==> config.mk <==
export PLATFORM = sky130hd
export DESIGN_NAME = stump_seq_alu
export DESIGN_NICKNAME = d
export VERILOG_FILES = /design/src/rtl/stump_alu_pkg.sv /design/src/rtl/stump_mul_iter.sv /design/src/rtl/stump_seq_alu.sv
export SDC_FILE = /design/constraint.sdc
export NUM_CORES = 1
export LEC_CHECK = 0
export CAP_MARGIN = 20
export CORE_ASPECT_RATIO = 0.8
export CORE_UTILIZATION = 62
export DETAILED_ROUTE_END_ITERATION = 10
export DONT_BUFFER_PORTS = 1
export PLACE_DENSITY = 0.86
export REMOVE_ABC_BUFFERS = 1
export SYNTH_ARGS = -nofsm -noshare
export SYNTH_HDL_FRONTEND = slang
export SYNTH_SLANG_ARGS = --single-unit
==> constraint.sdc <==
create_clock -name clk -period 14.2 [get_ports clk]
set_input_delay 2.84 -clock clk [delete_from_list [all_inputs] [get_ports clk]]
set_output_delay 2.84 -clock clk [all_outputs]
set_load 0.05 [all_outputs]
==> src/rtl/stump_alu_pkg.sv <==
// Shared encodings for the registered Stump ALU: function codes, flag bit
// positions and the control state type.
package stump_alu_pkg;

    localparam logic [2:0] FN_ADD  = 3'd0;
    localparam logic [2:0] FN_ADC  = 3'd1;
    localparam logic [2:0] FN_SUB  = 3'd2;
    localparam logic [2:0] FN_SBC  = 3'd3;
    localparam logic [2:0] FN_AND  = 3'd4;
    localparam logic [2:0] FN_OR   = 3'd5;
    localparam logic [2:0] FN_ADDR = 3'd6;
    localparam logic [2:0] FN_MUL  = 3'd7;

    localparam int FLAG_N = 3;
    localparam int FLAG_Z = 2;
    localparam int FLAG_V = 1;
    localparam int FLAG_C = 0;

    typedef enum logic {IDLE, MUL_RUN} state_t;

    function automatic logic [3:0] mk_flags(input logic n, input logic z,
                                            input logic v, input logic c);
        logic [3:0] f;
        f         = '0;
        f[FLAG_N] = n;
        f[FLAG_Z] = z;
        f[FLAG_V] = v;
        f[FLAG_C] = c;
        return f;
    endfunction

endpackage

==> src/rtl/stump_mul_iter.sv <==
// Iterative unsigned shift-add multiplier: one partial product per cycle.
// done is asserted during the final iteration; product is the value loaded on that edge.
module stump_mul_iter #(
    parameter int WIDTH = 16
) (
    input  logic                 clk,
    input  logic                 rst,
    input  logic                 start,
    input  logic [WIDTH-1:0]     a,
    input  logic [WIDTH-1:0]     b,
    output logic                 done,
    output logic [2*WIDTH-1:0]   product
);
    localparam int CW = $clog2(WIDTH + 1);

    logic [WIDTH-1:0]   mcand;
    logic [2*WIDTH-1:0] acc;
    logic [CW-1:0]      cnt;
    logic [WIDTH:0]     hi_sum;

    // Low half of acc starts as the multiplier and shifts out as the product shifts in.
    always_comb begin
        hi_sum  = {1'b0, acc[2*WIDTH-1:WIDTH]} + (acc[0] ? {1'b0, mcand} : '0);
        product = {hi_sum, acc[WIDTH-1:1]};
        done    = (cnt == CW'(1));
    end

    always_ff @(posedge clk) begin
        if (rst) begin
            mcand <= '0;
            acc   <= '0;
            cnt   <= '0;
        end else if (start) begin
            mcand <= a;
            acc   <= {{WIDTH{1'b0}}, b};
            cnt   <= CW'(WIDTH);
        end else if (cnt != '0) begin
            acc   <= product;
            cnt   <= cnt - CW'(1);
        end
    end

endmodule

==> src/rtl/stump_seq_alu.sv <==
// Registered Stump ALU with valid/ready handshake, persistent NZVC register
// and an optional iterative multiply on func 7.
module stump_seq_alu #(
    parameter int WIDTH  = 16,
    parameter bit MUL_EN = 1'b1
) (
    input  logic             clk,
    input  logic             rst,
    input  logic             in_valid,
    output logic             in_ready,
    input  logic [WIDTH-1:0] operand_a,
    input  logic [WIDTH-1:0] operand_b,
    input  logic [2:0]       func,
    input  logic             c_in,
    input  logic             csh,
    input  logic             set_flags,
    output logic             out_valid,
    input  logic             out_ready,
    output logic [WIDTH-1:0] result,
    output logic [3:0]       flags_out,
    output logic [3:0]       flags_reg,
    output logic             busy
);
    import stump_alu_pkg::*;

    state_t             state, state_next;
    logic               accept, is_mul, mul_start, mul_done, mul_sf;
    logic [WIDTH-1:0]   b_op, alu_res, mul_res;
    logic               cin_op, carry_msb, v_bit, c_bit, alu_sf;
    logic [WIDTH:0]     sum;
    logic [3:0]         alu_flags, mul_flags;
    logic [2*WIDTH-1:0] mul_prod;

    assign in_ready  = !rst && (state == IDLE) && (!out_valid || out_ready);
    assign accept    = in_valid && in_ready;
    assign is_mul    = MUL_EN && (func == FN_MUL);
    assign mul_start = accept && is_mul;
    assign busy      = (state == MUL_RUN);

    always_comb begin
        b_op   = operand_b;
        cin_op = 1'b0;
        case (func)
            FN_ADC: cin_op = c_in;
            FN_SUB: begin b_op = ~operand_b; cin_op = 1'b1;  end
            FN_SBC: begin b_op = ~operand_b; cin_op = ~c_in; end
            default: ;
        endcase
        sum       = {1'b0, operand_a} + {1'b0, b_op} + {{WIDTH{1'b0}}, cin_op};
        carry_msb = operand_a[WIDTH-1] ^ b_op[WIDTH-1] ^ sum[WIDTH-1];

        alu_res = '0;
        v_bit   = 1'b0;
        c_bit   = 1'b0;
        case (func)
            FN_ADD, FN_ADC, FN_ADDR: begin
                alu_res = sum[WIDTH-1:0];
                v_bit   = carry_msb ^ sum[WIDTH];
                c_bit   = sum[WIDTH];
            end
            FN_SUB, FN_SBC: begin
                alu_res = sum[WIDTH-1:0];
                v_bit   = carry_msb ^ sum[WIDTH];
                c_bit   = ~sum[WIDTH];
            end
            FN_AND: begin alu_res = operand_a & operand_b; c_bit = csh; end
            FN_OR:  begin alu_res = operand_a | operand_b; c_bit = csh; end
            default: ;
        endcase
        alu_flags = mk_flags(alu_res[WIDTH-1], alu_res == '0, v_bit, c_bit);
        // ADDR never reports flags; func 7 only reaches here when it is illegal.
        if (func == FN_ADDR || func == FN_MUL)
            alu_flags = '0;
        alu_sf = set_flags && (func != FN_ADDR) && (func != FN_MUL);

        mul_res   = mul_prod[WIDTH-1:0];
        mul_flags = mk_flags(mul_res[WIDTH-1], mul_res == '0,
                             |mul_prod[2*WIDTH-1:WIDTH], 1'b0);
    end

    always_comb begin
        state_next = state;
        case (state)
            IDLE:    if (mul_start) state_next = MUL_RUN;
            MUL_RUN: if (mul_done)  state_next = IDLE;
            default: state_next = IDLE;
        endcase
    end

    always_ff @(posedge clk) begin
        if (rst) state <= IDLE;
        else     state <= state_next;
    end

    always_ff @(posedge clk) begin
        if (rst) begin
            out_valid <= 1'b0;
            result    <= '0;
            flags_out <= '0;
            flags_reg <= '0;
            mul_sf    <= 1'b0;
        end else begin
            if (out_valid && out_ready)
                out_valid <= 1'b0;
            if (accept && !is_mul) begin
                result    <= alu_res;
                flags_out <= alu_flags;
                out_valid <= 1'b1;
                if (alu_sf) flags_reg <= alu_flags;
            end else if (mul_start) begin
                mul_sf <= set_flags;
            end else if (state == MUL_RUN && mul_done) begin
                result    <= mul_res;
                flags_out <= mul_flags;
                out_valid <= 1'b1;
                if (mul_sf) flags_reg <= mul_flags;
            end
        end
    end

    if (MUL_EN) begin : g_mul
        stump_mul_iter #(.WIDTH(WIDTH)) u_mul (
            .clk     (clk),
            .rst     (rst),
            .start   (mul_start),
            .a       (operand_a),
            .b       (operand_b),
            .done    (mul_done),
            .product (mul_prod)
        );
    end else begin : g_nomul
        assign mul_done = 1'b0;
        assign mul_prod = '0;
    end

endmodule
==> key figures <==
Run status
  • Status: complete, no violations

CTS
  • Resize count post-CTS: 0
  • Clock Latency Late Sink: approximately 0.34 ns
  • Clk sink count: 80
  • CTS buffer count: 9
  • Clk root buf: clkbuf_16
  • Setup Buffers After CTS: 0
  • CTS tree: done
  • Hold buffers post-CTS: 0
  • H-tree depth: 3
  • Clock Tree Buf Depth: 2
  • CTS clk-pin slew, worst paths: approximately 0.060 ns

Routing
  • Vias per cell: about 6.6
  • DRC: 0
  • Post-DRT Antenna Nets: 0
  • Detailed-route via count: about 5600
  • Drt pass-1 iters: 7
  • WL/cell: approximately 19 um
  • DRT iter0 DRCs: around 500
  • Final wirelength: around 16000 um

Floorplanning
  • Die height: between 80 and 90 um
  • Row count: 30
  • Die area: about 9500 um2
  • Die Width: 109 um
  • # IOs: 69
  • Core ar.: about 8700 um2
  • Initial Util: 0.655

Placement
  • Gpl congestion: 0.926
  • Port bufs: 0
  • Dpl ws: around 7.8 ns
  • Dpl cell area: approximately 5700 um2
  • Dpl hpwl: ~11000 um

Synthesis
  • Post-Synth Simple-Gate Area: 0.248
  • Post-synthesis instance area: between 5000 and 6000 um2
  • Synth Flop Type: dfxtp_1
  • Post-synthesis adder-cell area fraction: 0.105
  • Synth cell types: between 60 and 70
  • Syn avg cell area: around 7.6 um2
  • Post-synthesis mux area share: 0.00375
  • Synth Area in Compound Gates: 0.265
  • Register area share after synthesis: 0.282
  • Post-synth ARST share: 0
  • Main combinational cell family by area after synthesis: compound AO/OA/AOI/OAI gates
  • Area contributors post-synth: dfxtp_1 (28%), nand2_1 (9.2%), ha_1 (7.5%)
  • Synth Register Bits: 80
  • Leading area contributor after synthesis: dfxtp_1
  • Synth Warn #: 0
  • Synth top area share: 0.282
  • Number of enable flip-flop cells after synthesis: 0
  • Xor/xnor share of the synthesized area: 0.0586
  • Mapped Cells: 751

STA
  • Setup_tns: 0 ns
  • Final Slew Violations: 0
  • Fmax: between 150 and 200 MHz
  • Crit path time final: 6.41 ns
  • Worst clock skew: roughly 0.0073 ns
  • Crit share post-route: 0.452
  • Worst Max-Slew Pin Slew: ~1.2 ns
  • Setup slack after layout: between 7 and 8 ns
  • Final setup vio count: 0
  • Rel. slew slack: 0.213
  • Final hold viol count: 0
  • RSZ-0062 raised after global routing: false

Final layout
  • Biggest regs: g_mul.u_mul.acc (32), g_mul.u_mul.mcand (16), result (16)
  • Nets: a little over 800
  • Ratio of cells with drive above 1 in the final layout: 0.0518
  • Diode count: 0
  • Largest register FFs: 32
  • Synth-to-layout area growth: 6.54%
  • Commonest non-fill, non-tap cell in the layout: nand2_1
  • Most frequent cells in the layout: nand2_1 (139), dfxtp_1 (80), a21oi_1 (75)
  • Fin area: approximately 6000 um2
  • Biggest register: g_mul.u_mul.acc

Setup path
  • Buffers and inverters on the worst path: 0
  • Max FO, Critical Path: 64
  • Worst Path Required: 11.36 ns
  • Crit Path Class: input pin to output port
  • Endpoint type of the worst setup path: output port
  • CP max stage cell: and2_1
  • Worst-path cell chain: nor2_1, and2_1
  • Crit-path max cell delay: approximately 0.5 ns
  • Critical Path AT: around 3.6 ns
  • Delay-heaviest family, CP: simple AND/OR/NAND/NOR gates
  • Worst Setup Start Kind: input pin

Flow run
  • Max-cap violation count: 0

Power
  • Power Density: around 130 nW/um2
  • Pleak: about 2.2 nW
  • Max IR drop VDD: about 0.18 mV

GRT
  • Total Routing Usage GR: 0.339
  • Vias in the first global route: around 5000
  • Largest net degree at the start of global routing: between 60 and 70
  • First-pass GRT wire length: between 20000 and 30000 um
  • Initial antenna violation count: 0
  • GR Overflow Total: 0

Hold path
  • Hold Path Class: flip-flop to flip-flop
[cell usage after synthesis, types with 11 or more instances]
library cell and instances:
a211oi_1 14, maj3_1 11, o21ai_0 23, and2_1 18, o211ai_1 13, clkbuf_1 36
dfxtp_1 80, nor2_1 64, xnor2_1 28, a311oi_1 16, a21o_1 12, nand2_1 139
inv_1 13, ha_1 34, nor3_1 23, a21oi_1 75
[per-layer routing]
metal,wire (um),part of all wire,GRT usage
met1,6830,0.43,0.444
met2,7070,0.45,0.546
met5,0,0,0
met4,318,0.020,0.101
met3,1580,0.10,0.0938
[stage by stage]
stage / instances / power, mW / hold WS (ns) / util
2_1_floorplan: 709 / 0.463 / 0.426 / -
5_1_grt: 845 / 0.831 / 0.468 / 0.698
3_3_place_gp: 827 / 0.525 / 0.438 / 0.658
3_5_place_dp: 828 / 0.533 / 0.438 / 0.659
4_1_cts: 844 / 0.776 / 0.446 / 0.695
6_report: 845 / 0.795 / 0.443 / 0.698
[power breakdown]
group | leakage [nW] | total (mW) | switching (mW) | internal [mW]
Combinational | 1.43 | 0.281 | 0.178 | 0.102
Sequential | 0.648 | 0.274 | 0.0293 | 0.244
Clock | 0.149 | 0.241 | 0.0947 | 0.146
Total | 2.23 | 0.795 | 0.302 | 0.493
[cell type report]
class,instances,area [um2]
multi-input cells,616,3870
fillers,727,2620
flip-flops and latches,80,1600
clock buffers,12,256
well taps,112,140
repair buffers,8,83.8
clock inverters,4,51.3
inverters,13,48.8
[kinds of logic (layout without fill, tap and decap cells)]
logic type / count (synthesis) / in the layout
simple gates: 309 / 309
flops: 80 / 80
xor+xnor: 38 / 38
fa+ha+maj: 48 / 48
compound gates: 219 / 219
mux: 2 / 2
buf+inv: 55 / 37
[final timing paths]
kind / end / slack (ns) / startpoint / cells past startpoint
max: in_ready / 7.79 / rst / 2
min: g_mul.u_mul.mcand[8]$_SDFFE_PP0P_ / 0.44 / g_mul.u_mul.mcand[8]$_SDFFE_PP0P_ / 2
max reg2reg: flags_reg[1]$_SDFFE_PP0P_ / 10.62 / g_mul.u_mul.acc[0]$_SDFFE_PP0P_ / 12
min reg2reg: g_mul.u_mul.mcand[8]$_SDFFE_PP0P_ / 0.44 / g_mul.u_mul.mcand[8]$_SDFFE_PP0P_ / 2
No activity file was read; power rests on OpenSTA's default activity.
